$ cat config.mk
export PLATFORM = sky130hd
export DESIGN_NAME = lsr_serial_scheduler_flat
export DESIGN_NICKNAME = d
export VERILOG_FILES = /design/src/rtl/lsr_serial_scheduler_pkg.sv /design/src/rtl/lsr_serial_scheduler_if.sv /design/src/rtl/lsr_serial_scheduler_down_counter.sv /design/src/rtl/lsr_serial_scheduler.sv /design/src/flat_wrapper.sv
export SDC_FILE = /design/constraint.sdc
export NUM_CORES = 1
export LEC_CHECK = 0
export ABC_AREA = 1
export CORE_ASPECT_RATIO = 0.5
export CORE_UTILIZATION = 26
export DETAILED_ROUTE_END_ITERATION = 16
export HOLD_SLACK_MARGIN = 0.08
export PLACE_DENSITY = 0.56
export SYNTH_ARGS = -nofsm -noshare
export SYNTH_HDL_FRONTEND = slang
export SYNTH_SLANG_ARGS = --single-unit
$ cat constraint.sdc
create_clock -name CLK -period 1.44 [get_ports CLK]
set_input_delay 0.288 -clock CLK [delete_from_list [all_inputs] [get_ports CLK]]
set_output_delay 0.288 -clock CLK [all_outputs]
set_load 0.05 [all_outputs]
$ cat src/rtl/lsr_serial_scheduler_pkg.sv
// Shared types for the shift-register frame scheduler.
// State encoding and counter sizing helpers.
package lsr_ctrl_pkg;

    typedef enum logic [1:0] {
        IDLE  = 2'd0,
        LOAD  = 2'd1,
        SHIFT = 2'd2,
        GAP   = 2'd3
    } state_t;

    function automatic int cnt_w(input int bits);
        return $clog2(bits + 1);
    endfunction

    function automatic int max_i(input int a, input int b);
        return (a > b) ? a : b;
    endfunction

endpackage

$ cat src/rtl/lsr_serial_scheduler_if.sv
// Word handshake between producer and scheduler.
// Producer drives data/valid, scheduler returns ready.
interface lsr_serial_scheduler_if #(
    parameter int BITS = 8
);

    logic [BITS-1:0] s_data;
    logic            s_valid;
    logic            s_ready;

    modport master (
        output s_data,
        output s_valid,
        input  s_ready
    );

    modport slave (
        input  s_data,
        input  s_valid,
        output s_ready
    );

endinterface

$ cat src/rtl/lsr_serial_scheduler_down_counter.sv
// Loadable down-counter with zero/last flags.
// Shared between shift bit count and inter-frame gap.
module lsr_down_counter #(
    parameter int W = 4
) (
    input  logic         CLK,
    input  logic         RST,
    input  logic         load,
    input  logic [W-1:0] value,
    input  logic         dec,
    output logic [W-1:0] count,
    output logic         zero,
    output logic         last
);

    always_ff @(posedge CLK or negedge RST) begin
        if (!RST) begin
            count <= '0;
        end else if (load) begin
            count <= value;
        end else if (dec && count != '0) begin
            count <= count - 1'b1;
        end
    end

    assign zero = (count == '0);
    assign last = (count == W'(1));

endmodule

$ cat src/rtl/lsr_serial_scheduler.sv
// Sequences one load plus BITS shift cycles per accepted word,
// followed by a programmable idle gap.
module lsr_serial_scheduler
    import lsr_ctrl_pkg::*;
#(
    parameter int BITS   = 8,
    parameter int GAP_W  = 4,
    parameter int FCNT_W = 16
) (
    input  logic              CLK,
    input  logic              RST,
    input  logic              enable,
    lsr_serial_scheduler_if.slave s,
    input  logic [GAP_W-1:0]  gap_cfg,
    input  logic              fill_bit,
    output logic [BITS-1:0]   lsr_data,
    output logic              lsr_load,
    output logic              lsr_in,
    output logic              bit_valid,
    output logic              busy,
    output logic              frame_done,
    output logic [FCNT_W-1:0] frame_count
);

    // Counter must hold both BITS and the largest gap value.
    localparam int CW = max_i(cnt_w(BITS), GAP_W);

    state_t            state;
    state_t            state_d;
    logic              accept;
    logic              shift_end;
    logic [GAP_W-1:0]  gap_q;
    logic              cnt_load;
    logic [CW-1:0]     cnt_val;
    logic              cnt_dec;
    logic [CW-1:0]     cnt;
    logic              cnt_zero;
    logic              cnt_last;

    assign s.s_ready = (state == IDLE) && enable && RST;
    assign accept    = s.s_valid && s.s_ready;

    lsr_down_counter #(
        .W (CW)
    ) u_cnt (
        .CLK   (CLK),
        .RST   (RST),
        .load  (cnt_load),
        .value (cnt_val),
        .dec   (cnt_dec),
        .count (cnt),
        .zero  (cnt_zero),
        .last  (cnt_last)
    );

    always_ff @(posedge CLK or negedge RST) begin
        if (!RST) begin
            state <= IDLE;
        end else begin
            state <= state_d;
        end
    end

    always_comb begin
        state_d   = state;
        cnt_load  = 1'b0;
        cnt_val   = '0;
        cnt_dec   = 1'b0;
        shift_end = 1'b0;
        unique case (state)
            IDLE: begin
                if (accept) begin
                    state_d = LOAD;
                end
            end
            LOAD: begin
                state_d  = SHIFT;
                cnt_load = 1'b1;
                cnt_val  = CW'(BITS);
            end
            SHIFT: begin
                if (cnt_last) begin
                    shift_end = 1'b1;
                    if (gap_q != '0) begin
                        state_d  = GAP;
                        cnt_load = 1'b1;
                        cnt_val  = CW'(gap_q);
                    end else begin
                        state_d = IDLE;
                    end
                end else begin
                    cnt_dec = 1'b1;
                end
            end
            GAP: begin
                if (cnt_last || cnt_zero) begin
                    state_d = IDLE;
                end else begin
                    cnt_dec = 1'b1;
                end
            end
            default: state_d = IDLE;
        endcase
    end

    // Outputs are registered from the next state so they align with it.
    always_ff @(posedge CLK or negedge RST) begin
        if (!RST) begin
            lsr_data    <= '0;
            lsr_in      <= 1'b0;
            gap_q       <= '0;
            lsr_load    <= 1'b0;
            bit_valid   <= 1'b0;
            busy        <= 1'b0;
            frame_done  <= 1'b0;
            frame_count <= '0;
        end else begin
            lsr_load   <= accept;
            bit_valid  <= (state_d == SHIFT);
            busy       <= (state_d != IDLE);
            frame_done <= shift_end;
            if (shift_end) begin
                frame_count <= frame_count + 1'b1;
            end
            if (accept) begin
                lsr_data <= s.s_data;
                lsr_in   <= fill_bit;
                gap_q    <= gap_cfg;
            end
        end
    end

endmodule

$ cat src/flat_wrapper.sv
// flat-port wrapper written by rule: the top's interface ports become plain ports
module lsr_serial_scheduler_flat import lsr_ctrl_pkg::*;
#(
    parameter int BITS   = 8,
    parameter int GAP_W  = 4,
    parameter int FCNT_W = 16
)
  (CLK, RST, enable, gap_cfg, fill_bit, lsr_data, lsr_load, lsr_in, bit_valid, busy, frame_done, frame_count, s_s_data, s_s_valid, s_s_ready);
  lsr_serial_scheduler_if #(.BITS(BITS)) s_i ();
  input  logic CLK;
  input  logic RST;
  input  logic enable;
  input  logic [GAP_W-1:0] gap_cfg;
  input  logic fill_bit;
  output logic [BITS-1:0] lsr_data;
  output logic lsr_load;
  output logic lsr_in;
  output logic bit_valid;
  output logic busy;
  output logic frame_done;
  output logic [FCNT_W-1:0] frame_count;
  input wire logic [$bits(s_i.s_data)-1:0] s_s_data;
  input wire logic [$bits(s_i.s_valid)-1:0] s_s_valid;
  output wire logic [$bits(s_i.s_ready)-1:0] s_s_ready;
  assign s_i.s_data = s_s_data;
  assign s_i.s_valid = s_s_valid;
  assign s_s_ready = s_i.s_ready;
  lsr_serial_scheduler #(.BITS(BITS), .GAP_W(GAP_W), .FCNT_W(FCNT_W)) u_core (.CLK(CLK), .RST(RST), .enable(enable), .s(s_i), .gap_cfg(gap_cfg), .fill_bit(fill_bit), .lsr_data(lsr_data), .lsr_load(lsr_load), .lsr_in(lsr_in), .bit_valid(bit_valid), .busy(busy), .frame_done(frame_done), .frame_count(frame_count));
endmodule
==> flow_summary_export.csv, run 1 <==
group,metric,value,unit
run_status,status,"finished, violations left",
run_status,failed_checks,"setup timing",
global_routing,grt_max_degree,40,
finish,nets,359,
routing,vias,1935,
power_and_ir_drop,clkPwrFrac,0.193,
yosys,synth_cell_types,23,
yosys,yosysWarnings,0,
routing,finalWirelength,5220,um
clock_tree,cts_tree,"yes",
clock_tree,ctsHoldBuffers,0,
timing,tightestPinTransition,0.508,ns
timing,post-route-period-util,1.07,
clock_tree,cts_buffers,5,
setup_path,cpPeakStageDelay,0.43,ns
yosys,post_synth_instance_area,0.00210,mm2
setup_path,crit_path_end_kind,"output port",
global_routing,grt_pass1_vias,1933,
setup_path,path_cells,"inv_2 -> ha_4 -> nand3_2 -> inv_2 -> buf_12",
floorplanning,initial_core_util,0.277,
finish,drive_gt1_frac,0.328,
timing,max_freq,0.647,GHz
power_and_ir_drop,power_density,1720,mW/mm2
setup_path,worstPathRequired,1.15,ns
timing,slew_headroom,0.661,
place,port-buffer-count,46,
place,gp_congestion,0.845,
timing,post-route-min-period,1.55,ns
setup_path,critPathTopFamily,"flip-flops",
setup_path,critPathKind,"flop to output port",
timing,setup_viol,2,
power_and_ir_drop,p_sw,2430,uW
floorplanning,die_area,0.00845,mm2
setup_path,slowest_stage,"dfrtp_1",
clock_tree,insertion_delay,0.28,ns
floorplanning,die_x,129,um
power_and_ir_drop,p_total,6080,uW
clock_tree,ctsHtreeMaxLevel,2,
routing,drc,0,
yosys,syn-num-nets,286,
setup_path,crit_path_frequent_cell,"inv_2",
setup_path,cp.arrival,1.26,ns
yosys,syn_inst,261,
global_routing,busiest_layer,"met2",
timing,finalHoldViolCount,0,
routing,drtAntennaViolNets,0,
clock_tree,cts.sinks,39,
power_and_ir_drop,vdd_drop_max,0.00108,V
finish,final_util,0.466,
global_routing,met3_usage,0.0529,
yosys,ys_seq_area_frac,0.465,
floorplanning,num_rows,22,
clock_tree,cts.path.max_buffers,2,
yosys,synth_seq_cells,39,
hold_path,hold_path.class,"primary input to asynchronous set/reset pin",
finish,diodes,0,
timing,fin_ws,-0.106,ns
global_routing,grt_use_total,0.139,
place,dp_cells,425,
clock_tree,cts.reportedPaths.clkPinSlew,0.06,ns
global_routing,antenna_found_initial,0,
job,drv_cap,0,
timing,whs,0.132,ns
clock_tree,cts_root_buf,"clkbuf_16",
setup_path,crit_buf_inv,3,
global_routing,met2_usage,0.233,
power_and_ir_drop,internal_power,3650,uW
timing,finClkSkew,0.00471,ns
place,hpwlAfterDp,3750,um
floorplanning,design.core.area,0.00757,mm2
setup_path,crit_path_start_kind,"flop",
setup_path,crit_fanout,4,
routing,dr.pass1.iters,4,
power_and_ir_drop,p_leak,0.00164,uW
power_and_ir_drop,swShare,0.399,
yosys,avgSynthCellArea,8.03,um2
floorplanning,die_h,65.5,um
finish,layout-area-overhead-vs-synth,68.3,%
power_and_ir_drop,combPwrFrac,0.516,
floorplanning,io_pins,47,
timing,finalSetupTns,-0.121,ns
global_routing,grt_remaining_overflow,0,
yosys,synth.top_cell.area_share,0.465,
yosys,yosys.area.top_type,"dfrtp_1",
timing,slew_viol_final,0,
global_routing,grt_pass1_wl,8950,um
routing,viasPerCell,4.37,
finish,stdcell_count,443,
power_and_ir_drop,seqPwrFrac,0.291,
routing,drt-wirelength-per-cell,11.8,um
yosys,synth_area_leaders,"dfrtp_1 (47%), nand2_1 (18%), nand3_1 (5.3%), inv_1 (4.8%), ha_1 (4.8%)",
global_routing,use_met1,0.164,
timing,rsz0062_at_grt,"true",
routing,drtIter0Drc,105,
per-layer routing:
| metal | vias up | routed length, um |
|---|---|---|
| met3 | 2 | 388 |
| li1 | 959 | - |
| met1 | 920 | 2340 |
| met5 | - | 0 |
| met4 | 0 | 21 |
| met2 | 54 | 2460 |
logic make-up (layout without fill, tap and decap cells):
kind of cell,count (synthesis),count (layout),share of synthesized area
AOI/OAI and AO/OA,12,12,0.0322
xor gates and xnor gates,14,14,0.0585
adders and majority gates,8,8,0.0477
buffers and inverters,32,106,0.0704
DFF,39,39,0.465
and+or+nand+nor,156,156,0.326
synth_stat cells:
library cell and count:
nand2_2 3, nor3b_4 1, xor2_1 8, ha_1 8, nor2_1 14, buf_4 1
nand2_1 100, nand2_4 1, o21ai_0 8, inv_2 1, dfrtp_1 39, a21oi_1 2
inv_1 27, nand3_1 22, nand4_1 8, nor3_1 2, nor2_4 1, buf_6 1
buf_12 1, nor2_2 4, clkbuf_1 1, xnor2_1 6, o21ai_2 2
power groups by stage:
stage          Combinational, uW  Clock, uW  Sequential, uW
4_1_cts                     2950       1210            1750
5_1_grt                     3380       1260            1800
2_1_floorplan                883          0            2240
6_report                    3140       1170            1770
3_5_place_dp                2690          0            1750
3_3_place_gp                2640          0            1740
through the flow:
step,worst slack (ns),instance area [um2]
finish,-0.106,3530
global route,-0.158,3530
CTS,-0.0919,3380
detailed placement,-0.0993,3110
global placement,-0.0539,3110
floorplan,-0.0180,2120
cell type report:
class | instances | area [um2]
clock inverter | 1 | 7.51
tap | 108 | 135
multi-input combinational | 190 | 1140
fill | 692 | 4040
timing repair buffer | 70 | 1010
clock buffer | 7 | 153
inverter | 28 | 105
sequential | 39 | 983
sequential cells by signal, summed over array words and instances, names as in the netlist:
signal and cells:
u_core.frame_done 1, u_core.gap_q 4, u_core.state 2, u_core.busy 1
u_core.lsr_in 1, u_core.lsr_data 8, u_core.lsr_load 1, u_core.u_cnt.count 4
u_core.frame_count 16, u_core.bit_valid 1
what timing repair did:
item / in CTS / in global routing
gates cloned: 0 / 1
setup buffers: 4 / 5
pin swaps: 5 / 13
gates resized for setup: 21 / 25
setup endpoints to repair: 18 / 23
layout by cell type (no fill, tap or decap), types with 5 or more instances in the layout:
| cell | n |
|---|---|
| nand4_1 | 8 |
| nand2_1 | 95 |
| clkdlybuf4s50_1 | 15 |
| dfrtp_2 | 6 |
| nand3_1 | 15 |
| nor2_1 | 13 |
| buf_4 | 15 |
| xnor2_1 | 6 |
| buf_12 | 33 |
| inv_1 | 21 |
| nand3_2 | 7 |
| buf_6 | 5 |
| xor2_1 | 8 |
| nand2_2 | 5 |
| clkbuf_16 | 6 |
| dfrtp_1 | 33 |
| inv_2 | 7 |
path summary, 6_finish.rpt:
path | startpoint | end | slack (ns) | depth (start not counted)
setup / recovery | u_core.state[1]$_DFF_PN0_ | s_s_ready | -0.11 | 5
hold / removal | RST | u_core.frame_count[11]$_DFFE_PN0P_ | 0.13 | 2
setup reg to reg | u_core.state[0]$_DFF_PN0_ | u_core.frame_count[9]$_DFFE_PN0P_ | -0.01 | 8
hold reg to reg | u_core.gap_q[2]$_DFFE_PN0P_ | u_core.gap_q[2]$_DFFE_PN0P_ | 0.52 | 2
max in group asynchronous | RST | u_core.frame_count[1]$_DFFE_PN0P_ | 0.93 | 2
min in group CLK | u_core.gap_q[2]$_DFFE_PN0P_ | u_core.gap_q[2]$_DFFE_PN0P_ | 0.52 | 2
Note: power is estimated with default switching activity, not from simulation.
==> inputs of run 2 (changes only) <==
- CTS_CLUSTER_DIAMETER: default -> 30
==> results of run 2 <==
No change in the layout: final DEF, timing and power equal those of run 1.
==> patch 1 (settings of run 2) <==
Make the reset (`RST`) synchronous in 3 clocked blocks.
--- a/src/rtl/lsr_serial_scheduler_down_counter.sv
+++ b/src/rtl/lsr_serial_scheduler_down_counter.sv
@@ -13,7 +13,7 @@
     output logic         last
 );
 
-    always_ff @(posedge CLK or negedge RST) begin
+    always_ff @(posedge CLK) begin
         if (!RST) begin
             count <= '0;
         end else if (load) begin
--- a/src/rtl/lsr_serial_scheduler.sv
+++ b/src/rtl/lsr_serial_scheduler.sv
@@ -53,7 +53,7 @@
         .last  (cnt_last)
     );
 
-    always_ff @(posedge CLK or negedge RST) begin
+    always_ff @(posedge CLK) begin
         if (!RST) begin
             state <= IDLE;
         end else begin
@@ -104,7 +104,7 @@
     end
 
     // Outputs are registered from the next state so they align with it.
-    always_ff @(posedge CLK or negedge RST) begin
+    always_ff @(posedge CLK) begin
         if (!RST) begin
             lsr_data    <= '0;
             lsr_in      <= 1'b0;
Behaviour: differs if RST is asserted again (counterexample within 4 cycles, from zero or initial values and one cycle with RST low); with RST held inactive, the same outputs for 10 cycles.
==> patch 1 against run 2 <==
The flow still finishes with violations (negative setup slack). First-iteration DRC count down 28%. Sequential cell count unchanged. Via count up 1.6%. Final area up 3.2%. Worst setup slack worse by 100 ps. Routed wire length up 7.6%. Area after synthesis down 9.5%. Total power down 35%. Largest power group unchanged.
==> patch 1: results (changes against run 2) <==
placed_design:
  dpl_worst_slack_ps: -131  # -31.6 ps
  dp_hpwl_um: 3750  # +0.11%
  dp.cells: 422  # -0.71%
grt:
  grt_use_met1_pct: 17.1  # +0.72 points
  met2_usage_pct: 24.2  # +0.85 points
  grt_use_total_pct: 14.3  # +0.40 points
pwr:
  p_leak_nw: 1.54  # -5.7%
  switching_power_mw: 1.28  # -47%
  clkPwrFrac_pct: 27.4  # +8.1 points
  pg_seq_mw: 1.27  # -28%
outcome:
  status: "complete, but fails checks"
  violations: "negative setup slack"
route:
  wirelength_met1_um: 2430  # +3.7%
  drt-vias-per-instance: 4.36  # -0.20%
  first_iter_violations: 76  # -28%
  route.met2.wl_um: 2980  # +21%
  wl_met3_um: 121  # -69%
finish:
  postLayoutCellArea_mm2: 0.00364  # +3.2%
  drive_gt1_share_pct: 45.4  # +13 points
  fill_cells: 589  # -15%
  nNetsFinal: 384  # +7.0%
worst_setup_path:
  crit-reg2reg-launch: "u_core.state[0]$_SDFF_PN0_"
  critical-path-top-delay-family: "buffers and inverters"
  cp_slowest_cell: "dfxtp_4"
  worstPathArrival_ps: 1360  # +100 ps
  r2r_slack_ps: -150  # -140 ps
synthesis:
  yosysSeqAreaShare_pct: 41.1  # -5.4 points
  synth_nets: 289  # +1.0%
sta:
  fin_ws_ps: -207  # -100 ps
  setup_violations: 28  # +26
  slew_headroom_pct: 73.4  # +7.3 points
clock_tree:
  postCtsResizedCells: 34  # +62%
[patch 1: cell count changes after synthesis, moves of 4 or more]
cell	run 2	this run
nand3_1	22	12
inv_1	27	31
xor2_1	8	3
dfxtp_1	0	39
o21ai_0	8	27
a21oi_1	2	18
nor2_2	4	0
nor2_1	14	47
nand2_1	100	50
dfrtp_1	39	0
xnor2_1	6	2
nand4_1	8	3
[patch 1: cell type report]
type                            instances  share of cell area [%]
Multi-Input combinational cell        187                    33.2
Clock buffer                            6                    3.81
Timing Repair inverter                  1                   0.446
Timing Repair Buffer                   91                    33.0
Sequential cell                        39                    22.1
Tap cell                               92                    3.16
Clock inverter                          1                   0.137
Inverter                               34                    4.12
[patch 1: cells by family after synthesis]
logic type,share of synthesized area [%]
AOI/OAI and AO/OA,13.1
adders and majority gates,5.27
buffers and inverters,8.04
and+or+nand+nor,30.1
xor gates and xnor gates,2.31
DFF,41.1
==> patch 2 (settings of run 2) <==
Without the edit above. `GAP_W` is set to 4 in 2 places; all go to 5.
--- a/src/rtl/lsr_serial_scheduler.sv
+++ b/src/rtl/lsr_serial_scheduler.sv
@@ -4,7 +4,7 @@
     import lsr_ctrl_pkg::*;
 #(
     parameter int BITS   = 8,
-    parameter int GAP_W  = 4,
+    parameter int GAP_W  = 5,
     parameter int FCNT_W = 16
 ) (
     input  logic              CLK,
--- a/src/flat_wrapper.sv
+++ b/src/flat_wrapper.sv
@@ -2,7 +2,7 @@
 module lsr_serial_scheduler_flat import lsr_ctrl_pkg::*;
 #(
     parameter int BITS   = 8,
-    parameter int GAP_W  = 4,
+    parameter int GAP_W  = 5,
     parameter int FCNT_W = 16
 )
   (CLK, RST, enable, gap_cfg, fill_bit, lsr_data, lsr_load, lsr_in, bit_valid, busy, frame_done, frame_count, s_s_data, s_s_valid, s_s_ready);
Ports: changed (resized gap_cfg); port bits go from 47 to 48. No check against the original RTL was run, so the function may have changed too.
==> patch 2 against run 2 <==
Final area rose by 4.9%. Clock skew rose by 1.1 ps. Sequential power rose by 5%. Synthesized cell count fell by 0.38%. Fmax rose by 1.4%. Worst setup slack improved by 21 ps. The flow still finishes with violations (negative setup slack). Sequential share of layout area rose by 0.26 points. Highest routed layer unchanged. Total power rose by 5.5%. Count of clock-buffer cells in the layout fell by 1. Routed wire length rose by 4.7%. Sequential cell count rose by 2. Area after synthesis rose by 2.4%. Global-route usage rose by 0.42 points.
==> patch 2: results (changes against run 2) <==
floorplan:
  die_x_um: 131  # +1.2%
worst_setup_path:
  worstPathArrival_ps: 1240  # -20 ps
  slowest_delay_ps: 410  # -20 ps
  cp_max_fo: 2  # -2
  crit-reg2reg-launch: "u_core.u_cnt.count[1]$_DFFE_PN0P_"
  r2r_slack_ps: -70  # -60 ps
  r2r_end: "u_core.frame_count[11]$_DFFE_PN0P_"
outcome:
  status: "complete, but fails checks"
  violations: "negative setup slack"
synthesis:
  syn-instance-count: 260  # -0.38%
  yosysSeqAreaShare_pct: 47.8  # +1.2 points
  synth_cell_types: 28  # +22%
  synthTopCellsByArea: "dfrtp_1 (48%), nand2_1 (16%), inv_1 (5.2%)"
sta:
  setup_violations: 12  # +10
  fin_ws_ps: -85.5  # +21.0 ps
  setup-tns-final_ps: -532  # -411 ps
  tightest_slew_ps: 525  # +16.8 ps
  hold_ws_ps: 108  # -24.1 ps
  period_share_pct: 106  # -1.5 points
  fin_skew_ps: 5.79  # +1.09 ps
placed_design:
  gp_congestion: 0.810  # -4.1%
  dp_hpwl_um: 3860  # +3.0%
  placed_area_mm2: 0.00326  # +4.7%
  dpl_worst_slack_ps: -93.7  # +5.60 ps
  dp.cells: 427  # +0.47%
pwr:
  power_density_mw_per_mm2: 1730  # +0.63%
  ir_worst_vdd_v: 0.000825  # -23%
route:
  num_vias: 1929  # -0.31%
  first_iter_violations: 58  # -45%
  routed_wl_um: 5460  # +4.7%
grt:
  grt_use_total_pct: 14.3  # +0.42 points
  grt_start_max_net_pins: 42  # +5.0%
finish:
  stdcell_count: 448  # +1.1%
  fill_cells: 741  # +7.1%
[patch 2: layout make-up]
type / count / share of cell area, %
multi-input cells: 186 / 33.3
clock inverters: 2 / 0.406
well taps: 108 / 3.65
repair buffers: 74 / 27.5
clock buffers: 6 / 3.48
inverters: 31 / 3.62
flip-flops and latches: 41 / 28.1
[patch 2: cells by family (layout without fill, tap and decap cells)]
| family | count (synthesis) | in the layout | share of synthesized area [%] |
|---|---|---|---|
| and+or+nand+nor | 154 | 154 | 33.6 |
| DFF | 41 | 41 | 47.8 |
| buffers and inverters | 34 | 113 | 6.18 |
| xor gates and xnor gates | 13 | 13 | 5.30 |
| AOI/OAI and AO/OA | 10 | 11 | 2.51 |
| adders and majority gates | 8 | 8 | 4.66 |
[patch 2: where the power goes]
group / switching, mW / internal, mW / total, mW
Clock: 0.463 / 0.642 / 1.11
Combinational: 1.84 / 1.62 / 3.46
Sequential: 0.352 / 1.49 / 1.85
[patch 2: layer usage]
metal	GRT usage [%]	share of wire [%]
met5	0	0
met3	3.24	3.3
met2	23.9	49
met4	5.75	1.6
met1	17.9	46
[patch 2: worst reg2reg max path, delay by kind of cell (launching register included)]
| kind | cells | cell delay (ps) |
|---|---|---|
| AO/OA/AOI/OAI | 1 | 100 |
| adder cells (fa/ha/maj) | 1 | 130 |
| buffers and inverters | 3 | 240 |
| flip-flops | 1 | 390 |
| AND/OR/NAND/NOR | 6 | 550 |
[patch 2: repair_timing]
action                                  4_1_cts  5_1_grt
endpoints found under the setup margin       29       39
gates cloned                                  1        1
endpoints found under the hold margin         0        0
buffers inserted                             10        1
gates resized for setup                      22       24
pin swaps                                    16        8
